$ cat config.mk
export PLATFORM = sky130hd
export DESIGN_NAME = counter_uart_tx
export DESIGN_NICKNAME = d
export VERILOG_FILES = /design/src/rtl/counter_uart_tx.sv
export SDC_FILE = /design/constraint.sdc
export NUM_CORES = 1
export LEC_CHECK = 0
export CAP_MARGIN = 40
export CELL_PAD_IN_SITES_DETAIL_PLACEMENT = 0
export CELL_PAD_IN_SITES_GLOBAL_PLACEMENT = 1
export CORE_UTILIZATION = 40
export DETAILED_ROUTE_END_ITERATION = 8
export PLACE_DENSITY = 0.72
export SYNTH_ARGS = -nofsm -noshare
export SYNTH_HDL_FRONTEND = slang
export SYNTH_SLANG_ARGS = --single-unit
$ cat constraint.sdc
create_clock -name clk -period 2.58 [get_ports clk]
set_clock_uncertainty 0.1 [all_clocks]
set_input_delay 0.387 -clock clk [delete_from_list [all_inputs] [get_ports clk]]
set_output_delay 0.387 -clock clk [all_outputs]
set_load 0.005 [all_outputs]
$ cat src/rtl/counter_uart_tx.sv
// UART 8N1 transmitter for the demo counter value, valid/ready byte input.
// Define UART_PARITY_EN to insert an even-parity bit after data bit 7.
module counter_uart_tx #(
  parameter int unsigned CLKS_PER_BIT = 87
) (
  input  logic       clk,
  input  logic       rst_n,
  input  logic       ena,
  input  logic [7:0] in_data,
  input  logic       in_valid,
  output logic       in_ready,
  output logic       tx,
  output logic       busy,
  output logic       done
);

  localparam int unsigned CW =
    (CLKS_PER_BIT > 1) ? $clog2(CLKS_PER_BIT) : 1;
  localparam logic [CW-1:0] CNT_LAST = CW'(CLKS_PER_BIT - 1);
  localparam logic [CW-1:0] CNT_ONE  = CW'(1);

  typedef enum logic [2:0] {
    S_IDLE,
    S_START,
    S_DATA,
    S_PAR,
    S_STOP
  } state_e;

  state_e        state_q, state_d;
  logic [CW-1:0] cnt_q, cnt_d;
  logic [2:0]    bit_q, bit_d;
  logic [7:0]    data_q, data_d;
  logic          tx_q, tx_d;
  logic          done_q, done_d;

  logic          bit_end;
  logic [2:0]    bit_nx;
  logic          accept;

  assign in_ready = (state_q == S_IDLE) & ena;
  assign accept   = in_valid & in_ready;
  assign bit_end  = (cnt_q == CNT_LAST);
  assign bit_nx   = bit_q + 3'd1;

  assign tx   = tx_q;
  assign busy = (state_q != S_IDLE);
  assign done = done_q;

  always_ff @(posedge clk or negedge rst_n) begin
    if (!rst_n) begin
      state_q <= S_IDLE;
      cnt_q   <= '0;
      bit_q   <= '0;
      data_q  <= '0;
      tx_q    <= 1'b1;
      done_q  <= 1'b0;
    end else begin
      state_q <= state_d;
      cnt_q   <= cnt_d;
      bit_q   <= bit_d;
      data_q  <= data_d;
      tx_q    <= tx_d;
      done_q  <= done_d;
    end
  end

  // tx is registered: each transition loads the level of the next bit.
  always_comb begin
    state_d = state_q;
    cnt_d   = cnt_q;
    bit_d   = bit_q;
    data_d  = data_q;
    tx_d    = tx_q;
    done_d  = 1'b0;

    if (state_q != S_IDLE) begin
      cnt_d = bit_end ? '0 : cnt_q + CNT_ONE;
    end

    unique case (state_q)
      S_IDLE: begin
        tx_d = 1'b1;
        if (accept) begin
          data_d  = in_data;
          state_d = S_START;
          tx_d    = 1'b0;
          cnt_d   = '0;
          bit_d   = '0;
        end
      end
      S_START: begin
        if (bit_end) begin
          state_d = S_DATA;
          bit_d   = '0;
          tx_d    = data_q[0];
        end
      end
      S_DATA: begin
        if (bit_end) begin
          if (bit_q == 3'd7) begin
`ifdef UART_PARITY_EN
            state_d = S_PAR;
            tx_d    = ^data_q;
`else
            state_d = S_STOP;
            tx_d    = 1'b1;
`endif
          end else begin
            bit_d = bit_nx;
            tx_d  = data_q[bit_nx];
          end
        end
      end
      S_PAR: begin
        if (bit_end) begin
          state_d = S_STOP;
          tx_d    = 1'b1;
        end
      end
      S_STOP: begin
        if (bit_end) begin
          state_d = S_IDLE;
          tx_d    = 1'b1;
          done_d  = 1'b1;
        end
      end
      default: begin
        state_d = S_IDLE;
        tx_d    = 1'b1;
      end
    endcase
  end

endmodule

==> run_results.csv, run 1 <==
group,metric,value,unit
timing,slew_viol_final,0,
worst_setup_path,r2r_slack,0.54,ns
drt,viasPerCell,5.47,
synthesis,synthXorXnorAreaFrac,1.44,%
cts,cts_tree,"done",
synthesis,syn_area_per_cell,11.6,um2
final_layout,final_nets,142,
synthesis,synth_edf_count,0,
timing,hold_viol,0,
timing,holdWs,0.306,ns
timing,worst_pin_slew,0.524,ns
drt,dr.pass1.iters,4,
synthesis,async_flop_share,100,%
timing,rsz0062_at_grt,"false",
floorplan,die_h,57.1,um
drt,routedWlPerCell,15.2,um
flow_run,maxCapViolations,0,
pwr,p_leak,0.000595,uW
synthesis,syn_area,1210,um2
timing,fin_crit,2.31,ns
outcome,status,"complete, no violations",
synthesis,ys_types,38,
worst_setup_path,slowest_stage,"dfrtp_1",
floorplan,die_w,57.1,um
cts,holdBufCountCts,0,
synthesis,synth_nets,121,
pwr,power.density,796,nW/um2
cts,postCtsSetupBuffers,0,
floorplan,start_util,43.3,%
drt,drt_wl_total,2.37,mm
final_layout,fin_util,51.2,%
global_routing,grt_pass1_wl,4.02,mm
worst_setup_path,crit_cells,3,
worst_setup_path,cp_max_fo,8,
synthesis,ys.flop_type,"dfrtp_1",
min_path,hold_class,"in2async",
worst_setup_path,crit_family,"flip-flops",
worst_setup_path,crit_type,"reg2out",
worst_setup_path,r2r.worst_path.cells,6,
drt,drtAntennaViolNets,0,
worst_setup_path,critPathMaxStageDelay,0.51,ns
floorplan,num_rows,19,
cts,numCtsBuffers,3,
synthesis,synth-simple-area-share,16.6,%
timing,finalSetupViolCount,0,
final_layout,most-common-layout-cells,"22 x dfrtp_1, 15 x clkdlybuf4s50_1, 9 x nand2_1",
synthesis,synth_warnings,0,
global_routing,first_global_vias,889,
final_layout,drive_above_1_share,17.6,%
worst_setup_path,worst-path-buf-inv,1,
final_layout,mostFrequentLayoutCell,"dfrtp_1",
cts,clkSlewWorstSetupHoldPaths,0.13,ns
cts,cts_root_buffer,"clkbuf_4",
floorplan,core_area,2810,um2
global_routing,grtUsageTotal,16.1,%
cts,clk_path_buf_depth,2,
timing,relSlewSlack,65.0,%
timing,layout_setup_ws,0.273,ns
synthesis,synth_top_family_by_area,"simple AND/OR/NAND/NOR gates",
placement,gp_congestion,0.837,
synthesis,ys_seq_area_share,47.5,%
pwr,peakVddDrop,0.380,mV
placement,portBuffers,15,
synthesis,synth_adder_area_share,4.12,%
placement,place_ws,0.537,ns
worst_setup_path,cp-end-kind,"output port",
pwr,finalPower,1140,uW
worst_setup_path,rr_endpoint,"bit_q[0]",
cts,ctsResizeCount,0,
worst_setup_path,start_kind,"register",
synthesis,syn_inst,105,
cts,cts_sinks,23,
timing,fmax,433,MHz
global_routing,globalRouteOverflowTotal,0,
synthesis,ys_ff_latch,23,
drt,num_vias,853,
final_layout,diodes,0,
final_layout,syn2layout_area_growth,18.3,%
worst_setup_path,path_cells,"nor3_4 > and2_1 > clkdlybuf4s50_1",
floorplan,pin_count,16,
global_routing,antenna_found_initial,0,
final_layout,n_fill_cell,265,
cts,clock_latency,0.31,ns
synthesis,synth_compound_area_share,13.8,%
synthesis,synth.area.mux_share,14.4,%
timing,fin_crit_sh,89.4,%
drt,drt-initial-drc-count,23,
worst_setup_path,r2r_start,"bit_q[0]",
worst_setup_path,crit_arrival,1.82,ns
timing,tns,0,ns
drt,drc,0,
worst_setup_path,worst_ep_required_time,2.09,ns
cts,h-tree-depth,1,
floorplan,die_area,3260,um2
placement,dp_hpwl,1.82,mm
global_routing,grt_max_degree,14,
-- power breakdown --
part	switching (uW)	internal, uW
Combinational	157	222
Clock	106	60.3
Sequential	113	486
-- cells by family (layout without fill, tap and decap cells) --
kind of cell,Yosys count,count (layout)
AND/OR/NAND/NOR,32,32
AO/OA/AOI/OAI,24,24
flip-flops,23,23
multiplexers,13,13
buffers and inverters,7,27
adder cells (fa/ha/maj),4,4
XOR/XNOR,2,2
-- final cells by class --
type                            instances  area (um2)  area share (%)
Sequential cell                        23         577            40.1
Inverter                                7        26.3            1.83
Clock buffer                            4        26.3            1.83
Timing Repair Buffer                   16         158            11.0
Tap cell                               31        38.8            2.70
Multi-Input combinational cell         75         612            42.6
-- how the worst max path moves through the flow --
stage / start / end / slack [ns]
floorplan: bit_q[0] / bit_q[1] / 0.64
global placement: bit_q[0] / bit_q[0] / 0.58
detailed placement: bit_q[0] / bit_q[0] / 0.54
CTS: state_q[0] / in_ready / 0.27
global route: state_q[0] / in_ready / 0.20
finish: state_q[0] / in_ready / 0.27
-- synthesized netlist by cell type (2+ instances only) --
library cell	instances	share of area, %
a21o_1	2	1.2
a21oi_1	5	2.1
and3_1	2	1.0
dfrtp_1	22	45
ha_1	4	4.1
inv_1	6	1.9
mux2_1	5	4.6
mux2_2	3	2.8
mux2_4	2	2.5
mux4_2	2	3.7
nand2_1	9	2.8
nand3_1	3	1.2
nand4_1	2	1.0
nor2_1	6	1.9
nor3b_1	3	1.9
o21ai_0	6	2.5
xor2_1	2	1.4
-- registers in the layout, summed over array words and instances, names as in the netlist --
| register | flops |
|---|---|
| done | 1 |
| cnt_q | 7 |
| bit_q | 3 |
| tx | 1 |
| data_q | 8 |
| state_q | 3 |
-- through the flow --
step / area, um2 / std cells
final: 1440 / 156
after global routing: 1440 / 156
after CTS: 1440 / 156
after detailed placement: 1410 / 152
after global placement: 1410 / 152
after floorplan: 1210 / 105
-- routing by layer --
layer | vias up | global-route usage [%] | part of all wire [%]
met1 | 420 | 22.0 | 48
met5 | - | 0 | 0
met4 | 0 | 5.23 | 0.51
li1 | 419 | - | -
met3 | 2 | 2.04 | 2.2
met2 | 12 | 26.7 | 49
-- worst register-to-register path: stages (launching register included) --
cell and delay [ns]:
dfrtp_1 0.47, ha_1 0.23, ha_1 0.19, or2_4 0.24
a211oi_2 0.23, o211ai_2 0.15, mux2_4 0.33
Power figures use the tool's default switching activity.
==> run 2, diff against run 1 <==
==> constraint.sdc (replaced) <==
create_clock -name clk -period 2.49 [get_ports clk]
set_clock_uncertainty 0.1 [all_clocks]
set_input_delay 0.3735 -clock clk [delete_from_list [all_inputs] [get_ports clk]]
set_output_delay 0.3735 -clock clk [all_outputs]
set_load 0.005 [all_outputs]
==> run_results.csv, run 2 (synthesis results as in run 1) <==
group,metric,value,unit
pwr,power.density,827,nW/um2
cts,holdBufCountCts,0,
final_layout,reg_top3,"data_q (8), cnt_q (7)",
placement,portBuffers,15,
timing,relSlewSlack,66.6,%
global_routing,grtUsageTotal,16.3,%
cts,clk_path_buf_depth,2,
drt,routedWlPerCell,15.1,um
worst_setup_path,cp-end-kind,"output port",
worst_setup_path,cp-endpoint,"in_ready",
worst_setup_path,worst_ep_required_time,2.02,ns
cts,ctsResizeCount,0,
floorplan,die_h,57.1,um
timing,fmax,439,MHz
pwr,peakVddDrop,0.422,mV
flow_run,maxCapViolations,0,
timing,rsz0062_at_grt,"false",
worst_setup_path,crit_arrival,1.80,ns
cts,clkSlewWorstSetupHoldPaths,0.13,ns
timing,finalSetupViolCount,0,
floorplan,start_util,43.3,%
pwr,p_leak,0.000597,uW
cts,cts_root_buffer,"clkbuf_4",
timing,fin_crit_sh,91.4,%
worst_setup_path,crit_type,"reg2out",
drt,dr.pass1.iters,4,
worst_setup_path,rr_endpoint,"bit_q[0]",
drt,num_vias,893,
timing,slew_viol_final,0,
timing,tns,0,ns
worst_setup_path,r2r_start,"bit_q[0]",
cts,numCtsBuffers,3,
worst_setup_path,r2r_slack,0.41,ns
floorplan,core_area,2810,um2
final_layout,largest_register_ffs,8,
final_layout,final_nets,142,
final_layout,mostFrequentLayoutCell,"dfrtp_1",
placement,postPlaceCellArea,1410,um2
drt,drt_wl_total,2.35,mm
cts,cts_tree,"done",
placement,dp_hpwl,1.75,mm
final_layout,syn2layout_area_growth,18.4,%
drt,drc,0,
drt,drt-initial-drc-count,22,
global_routing,antenna_found_initial,0,
cts,cts_sinks,23,
timing,holdWs,0.281,ns
worst_setup_path,start_kind,"register",
outcome,status,"complete, no violations",
final_layout,stdcell_area,1440,um2
cts,postCtsSetupBuffers,0,
cts,clock_latency,0.31,ns
floorplan,die_w,57.1,um
final_layout,regMostFlops,"data_q",
final_layout,drive_above_1_share,18.4,%
floorplan,num_rows,19,
final_layout,most-common-layout-cells,"22 x dfrtp_1, 15 x clkdlybuf4s50_1, 9 x nand2_1",
timing,fin_crit,2.28,ns
global_routing,first_global_vias,836,
drt,drtAntennaViolNets,0,
placement,gp_congestion,0.823,
global_routing,globalRouteOverflowTotal,0,
final_layout,diodes,0,
min_path,hold_class,"in2async",
worst_setup_path,r2r.worst_path.cells,6,
timing,worst_pin_slew,0.499,ns
floorplan,pin_count,16,
cts,h-tree-depth,1,
floorplan,die_area,3260,um2
pwr,finalPower,1190,uW
global_routing,grt_pass1_wl,4.01,mm
timing,hold_viol,0,
global_routing,grt_max_degree,14,
worst_setup_path,cp_max_fo,8,
worst_setup_path,critical_path.startpoint,"state_q[0]",
drt,viasPerCell,5.72,
run 2: metrics by stage:
stage / instances / util (%) / worst slack, ns
after global placement: 152 / 50.3 / 0.489
final: 156 / 51.3 / 0.213
after floorplan: 105 / - / 0.548
after global routing: 156 / 51.3 / 0.121
after CTS: 156 / 51.3 / 0.199
after detailed placement: 152 / 50.3 / 0.454
run 2: critical path: stages (launching register included):
cell             delay [ns]
dfrtp_1                0.52
nor3_4                 0.32
and2_1                 0.17
clkdlybuf4s50_1        0.49
run 2: per-layer routing:
| layer | vias to the layer above | share of wire (%) | global-route usage, % |
|---|---|---|---|
| li1 | 423 | - | - |
| met1 | 442 | 50 | 21.6 |
| met2 | 26 | 44 | 25.9 |
| met3 | 2 | 4.8 | 5.22 |
| met4 | 0 | 0.72 | 4.18 |
| met5 | - | 0 | 0 |
run 2: area by class of cell:
| type | instances | area, um2 |
|---|---|---|
| timing repair buffer | 16 | 158 |
| tap | 31 | 38.8 |
| inverter | 7 | 26.3 |
| clock inverter | 1 | 5.00 |
| multi-input combinational | 75 | 612 |
| clock buffer | 3 | 22.5 |
| fill | 273 | 1370 |
| sequential | 23 | 577 |
run 2: where the power goes:
group          internal (uW)  switching (uW)
sequential               503             116
combinational            230             166
clock                   60.0             113
total                    794             396
run 2: worst min path at each step:
| stage | slack (ns) | endpoint | depth (start not counted) | startpoint |
|---|---|---|---|---|
| detailed placement | 0.37 | data_q[1] | 1 | data_q[1] |
| floorplan | -0.02 | bit_q[0] | 0 | rst_n |
| global placement | 0.37 | data_q[1] | 1 | data_q[1] |
| finish | 0.28 | done | 1 | rst_n |
| global route | 0.28 | done | 1 | rst_n |
| CTS | 0.29 | bit_q[2] | 1 | rst_n |
==> run 3, diff against run 2 <==
--- a/config.mk
+++ b/config.mk
@@ -5,12 +5,13 @@
 export SDC_FILE = /design/constraint.sdc
 export NUM_CORES = 1
 export LEC_CHECK = 0
-export CAP_MARGIN = 40
+export CAP_MARGIN = 20
 export CELL_PAD_IN_SITES_DETAIL_PLACEMENT = 0
 export CELL_PAD_IN_SITES_GLOBAL_PLACEMENT = 1
 export CORE_UTILIZATION = 40
 export DETAILED_ROUTE_END_ITERATION = 8
 export PLACE_DENSITY = 0.72
+export SLEW_MARGIN = 5
 export SYNTH_ARGS = -nofsm -noshare
 export SYNTH_HDL_FRONTEND = slang
 export SYNTH_SLANG_ARGS = --single-unit
==> results of run 3 <==
No change in the layout: final DEF, timing and power equal those of run 2.
